<file path="config.mk">
export PLATFORM = sky130hd
export DESIGN_NAME = generator_uzoraka
export DESIGN_NICKNAME = d
export VERILOG_FILES = /design/src/rtl/generator_uzoraka.sv
export SDC_FILE = /design/constraint.sdc
export NUM_CORES = 1
export LEC_CHECK = 0
export ABC_AREA = 1
export ABC_CLOCK_PERIOD_IN_PS = 3140
export CAP_MARGIN = 15
export CORE_ASPECT_RATIO = 1.2
export CORE_MARGIN = 3
export CORE_UTILIZATION = 45
export DETAILED_ROUTE_END_ITERATION = 12
export GPL_TIMING_DRIVEN = 0
export PLACE_DENSITY = 0.69
export SLEW_MARGIN = 40
export SYNTH_ARGS = -nofsm -noshare
export SYNTH_HDL_FRONTEND = slang
export SYNTH_SLANG_ARGS = --single-unit
export TNS_END_PERCENT = 1
</file>
<file path="constraint.sdc">
create_clock -name clk -period 3.14 [get_ports clk]
set_input_delay 0.471 -clock clk [delete_from_list [all_inputs] [get_ports clk]]
set_output_delay 0.471 -clock clk [all_outputs]
set_load 0.005 [all_outputs]
</file>
<file path="src/rtl/generator_uzoraka.sv">
// ============================================================================
//  Module      : generator_uzoraka
//  Description : Exhaustive stimulus-and-capture engine for an N-input gate;
//                sweeps all vectors, builds the truth table, flags mismatch.
//  Revision    : 1.0
// ============================================================================
`default_nettype none

module generator_uzoraka #(
  parameter int N    = 2,
  parameter int HOLD = 2,
  parameter int GRAY = 0
) (
  input  logic              clk,
  input  logic              rst_n,
  input  logic              start,
  input  logic [2**N-1:0]   ocekivano,
  input  logic              dut_izlaz,
  output logic [N-1:0]      uzorak,
  output logic [2**N-1:0]   tablica,
  output logic              busy,
  output logic              done,
  output logic              greska
);

  localparam int c_tab_w = 2**N;
  localparam int c_cnt_w = (HOLD > 1) ? $clog2(HOLD) : 1;
  localparam logic [c_cnt_w-1:0] c_cnt_last = c_cnt_w'(HOLD - 1);
  localparam logic [N-1:0]       c_i_last   = '1;

  typedef enum logic [1:0] {
    S_IDLE = 2'd0,
    S_RUN  = 2'd1,
    S_DONE = 2'd2
  } state_t;

  state_t               r_state, w_state_n;
  logic [N-1:0]         r_i, w_i_n;
  logic [c_cnt_w-1:0]   r_cnt, w_cnt_n;
  logic [N-1:0]         r_uzorak, w_uzorak_n;
  logic [c_tab_w-1:0]   r_tablica, w_tablica_n;
  logic                 r_busy, w_busy_n;
  logic                 r_done, w_done_n;
  logic                 r_greska, w_greska_n;

  // Sweep index to driven vector: identity or reflected Gray code.
  function automatic logic [N-1:0] f_vector(input logic [N-1:0] idx);
    if (GRAY != 0) return idx ^ (idx >> 1);
    else           return idx;
  endfunction

  always_ff @(posedge clk) begin
    if (!rst_n) begin
      r_state   <= S_IDLE;
      r_i       <= '0;
      r_cnt     <= '0;
      r_uzorak  <= '0;
      r_tablica <= '0;
      r_busy    <= 1'b0;
      r_done    <= 1'b0;
      r_greska  <= 1'b0;
    end else begin
      r_state   <= w_state_n;
      r_i       <= w_i_n;
      r_cnt     <= w_cnt_n;
      r_uzorak  <= w_uzorak_n;
      r_tablica <= w_tablica_n;
      r_busy    <= w_busy_n;
      r_done    <= w_done_n;
      r_greska  <= w_greska_n;
    end
  end

  always_comb begin
    w_state_n   = r_state;
    w_i_n       = r_i;
    w_cnt_n     = r_cnt;
    w_uzorak_n  = r_uzorak;
    w_tablica_n = r_tablica;
    w_busy_n    = r_busy;
    w_done_n    = r_done;
    w_greska_n  = r_greska;

    case (r_state)
      S_IDLE, S_DONE: begin
        if (start) begin
          w_state_n   = S_RUN;
          w_i_n       = '0;
          w_cnt_n     = '0;
          w_uzorak_n  = f_vector('0);
          w_tablica_n = '0;
          w_busy_n    = 1'b1;
          w_done_n    = 1'b0;
          w_greska_n  = 1'b0;
        end
      end

      S_RUN: begin
        if (r_cnt == c_cnt_last) begin
          // Indexed by vector value so Gray sweeps yield the binary-order table.
          w_tablica_n[r_uzorak] = dut_izlaz;
          if (r_i == c_i_last) begin
            w_state_n  = S_DONE;
            w_busy_n   = 1'b0;
            w_done_n   = 1'b1;
            w_uzorak_n = '0;
            w_greska_n = (w_tablica_n != ocekivano);
          end else begin
            w_i_n      = r_i + N'(1);
            w_uzorak_n = f_vector(r_i + N'(1));
            w_cnt_n    = '0;
          end
        end else begin
          w_cnt_n = r_cnt + c_cnt_w'(1);
        end
      end

      default: begin
        w_state_n = S_IDLE;
      end
    endcase
  end

  assign uzorak  = r_uzorak;
  assign tablica = r_tablica;
  assign busy    = r_busy;
  assign done    = r_done;
  assign greska  = r_greska;

endmodule

`default_nettype wire

</file>
==> reports/metrics.csv, run 1 <==
metric,value,unit
area of the multi-input gates,412,um^2
CTS Hold Bufs,0,
Root Driver,clkbuf_4,
Final HPWL DP,1180,um
fmax,612,MHz
die area,0.00228,mm^2
Pint,0.281,mW
placed cell areas,966,um^2
Compound-Gate Fraction of Synth Area,14.8,%
Comb power frac,27.0,%
pwr dens,412,mW/mm^2
vias in the first global route,686,
Crit Path Class,reg2out,
syn_area_per_cell,6.71,um^2
count of different cell masters after synthesis,24,
min cycle time layout,1.63,ns
crit path capture type,primary output,
Worst Tran Pin Value,0.514,ns
crit path launch type,flip-flop,
Post-synth EDFFs,0,
Mapped Nets,126,
Critical R2R Capture,greska,
die width,44.1,um
Initial Utilization,51.0,%
RePlAce Congestion,0.839,
CORE AREA,0.00154,mm^2
GRT Total Usage,16.0,%
number of synthesized register bits,14,
GR Overflow Total,0,
H-tree levels,1,
Layout Area Growth over Synthesis,26.0,%
Port Buffers,16,
slew margin rel.,65.8,%
DR WL/cell,10.3,um
synth warn,0,
Pleak,0.440,nW
CTS tree,built,
final setup TNS,0,ns
final net count,147,
sw frac,30.9,%
Max Root-Sink Buffers,2,
outcome,"finished, final reports clean",
switching power,0.126,mW
post-DR vias/cell,4.95,
top cell type's share of synthesized area,35.7,%
largest family of logic cells by synthesized area,simple AND/OR/NAND/NOR gates,
max-cap viol count,0,
Final Hold Vio Count,0,
register area share after synthesis,35.7,%
final wirelength,1580,um
"Slowest-stage cell, CP",clkdlybuf4s50_1,
share of cells above drive strength 1,11.8,%
Chip Height,51.7,um
# diodes,0,
CP cell instances,clkdlybuf4s50_1,
adder-cell share of the synthesized area,1.59,%
period utilisation layout,52.0,%
Setup Skew,0.00127,ns
mapped cell area,785,um^2
Stages on worst setup path,1,
Post-CTS Resized,0,
Worst IR Drop VDD,0.311,mV
Reg2Reg Depth,8,
RSZ-0062 raised after global routing,false,
antenna violations before repair,0,
worst skew pair latency,0.28,ns
Critical Path RT,2.67,ns
worst hold slack,0.470,ns
post-CTS repair timing setup buffer count,0,
"delay-heaviest family, CP",buffers and inverters,
post-synthesis simple-gate area fraction,36.0,%
# IOs,17,
largest net degree at the start of global routing,11,
Final Max Tran Viols,0,
row count,15,
via count,758,
XOR/XNOR share of the synthesized area,0,%
Commonest cells post-synth,"31 x nand2_1, 17 x inv_1, 14 x dfxtp_1, 13 x nand3_1, 11 x a21oi_1",
clock-pin slew on the worst setup and hold paths,0.08,ns
Crit path arrival time,1.16,ns
synthesized instance count,117,
Remaining DRCs,0,
Area contributors post-synth,"dfxtp_1 36%, nand2_1 15%, nand3_1 8.3%",
clock share of power,24.7,%
fin area,988,um^2
Crit path largest cell delay,0.51,ns
largest area contributor in the netlist,dfxtp_1,
CTS Sinks,14,
final setup fails,0,
R2R Setup Slk,1.89,ns
top-count cell post-synth,nand2_1,
worst r2r src,r_state[0],
CP Launch Point,tablica[0],
DR pass1 iterations,4,
asr flop ratio synth,0,%
WP buf/inv,1,
Post-synth top flop,dfxtp_1,
worst min path class,reg2reg,
share of power burned in registers,48.2,%
# fillers,152,
total CTS buffers,3,
"Max FO, Critical Path",4,
Worst setup endpoint,tablica[0],
final antenna-violating net count,0,
DR iter-0 viols,20,
sequential cell area,280,um^2
global-route wire length before repair,2770,um
post-synthesis mux area share,0,%
==> power groups by stage <==
| stage | Combinational, mW | Sequential [mW] | Clock (mW) |
|---|---|---|---|
| after floorplan | 0.0745 | 0.200 | 0 |
| after detailed placement | 0.110 | 0.200 | 0 |
| after CTS | 0.111 | 0.196 | 0.102 |
| final | 0.110 | 0.196 | 0.101 |
| after global placement | 0.110 | 0.200 | 0 |
| after global routing | 0.125 | 0.198 | 0.109 |
==> sequential cells by signal, indices dropped and copies added (netlist names) <==
signal and cells:
busy 1, done 1, greska 1, r_cnt 1, r_i 2, r_state 2, tablica 4, uzorak 2
==> worst min-delay path by stage <==
stage	from	to	slack (ns)	cells after the start
final	busy	busy	0.47	2
after global routing	busy	busy	0.50	2
after CTS	busy	busy	0.48	2
after detailed placement	busy	busy	0.46	2
after global placement	done	done	0.45	2
after floorplan	r_state[1]	r_state[1]	0.44	2
==> layout by cell type (no fill, tap or decap), drive strengths merged <==
master,n
inv,20
o21ai,4
a21oi,13
dfxtp,14
buf,2
a2bb2oi,1
nand3,13
nor2,10
clkinv,1
nor3,3
ha,1
clkdlybuf4s50,16
nand2,33
clkbuf,4
o21bai,1
==> per-layer routing <==
layer / global-route usage (%) / share of wire (%) / vias up / routed length, um
met5: 0 / 0 / - / 0
met4: 6.03 / 1.8 / 0 / 28
met3: 3.11 / 5.0 / 5 / 78
met2: 27.2 / 47 / 13 / 740
met1: 19.5 / 46 / 335 / 728
li1: - / - / 405 / -
==> cells by family (layout without fill, tap and decap cells) <==
kind of cell | count (synthesis) | count (layout)
adder cells (fa/ha/maj) | 1 | 1
buffers and inverters | 24 | 43
AO/OA/AOI/OAI | 19 | 19
AND/OR/NAND/NOR | 59 | 59
flip-flops | 14 | 14
==> metrics by stage <==
step                      power [mW]  util (%)  instances  setup slack, ns
final                          0.407      64.2        153             1.51
after global routing           0.432      64.2        153             1.45
after CTS                      0.410      64.2        153             1.50
after detailed placement       0.311      62.8        150             1.31
after global placement         0.310      62.8        150             1.33
after floorplan                0.275         -        117             1.93
==> area by class of cell <==
cell class	count	share of cell area, %
well taps	17	2.15
inverters	21	7.97
plain buffers	3	1.39
multi-input cells	79	41.6
repair buffers	16	16.2
clock buffers	3	2.28
flip-flops and latches	14	28.4
Power figures use the tool's default switching activity.
==> run 2: changes to the inputs <==
ABC_CLOCK_PERIOD_IN_PS = 1660   (was 3140)
clock period = 1.66 ns   (was 3.14 ns; I/O delays follow)
==> results of run 2 <==
Same layout as run 1 (identical final DEF). Status: finished, final reports clean.
Main changes from that run: setup slack after placement 1.31 ns -> 0.0546 ns; setup slack after layout 1.51 ns -> 0.248 ns; register-to-register setup slack 1.89 ns -> 0.41 ns; total power 0.407 mW -> 0.770 mW; worst IR drop on VDD 0.311 mV -> 0.589 mV
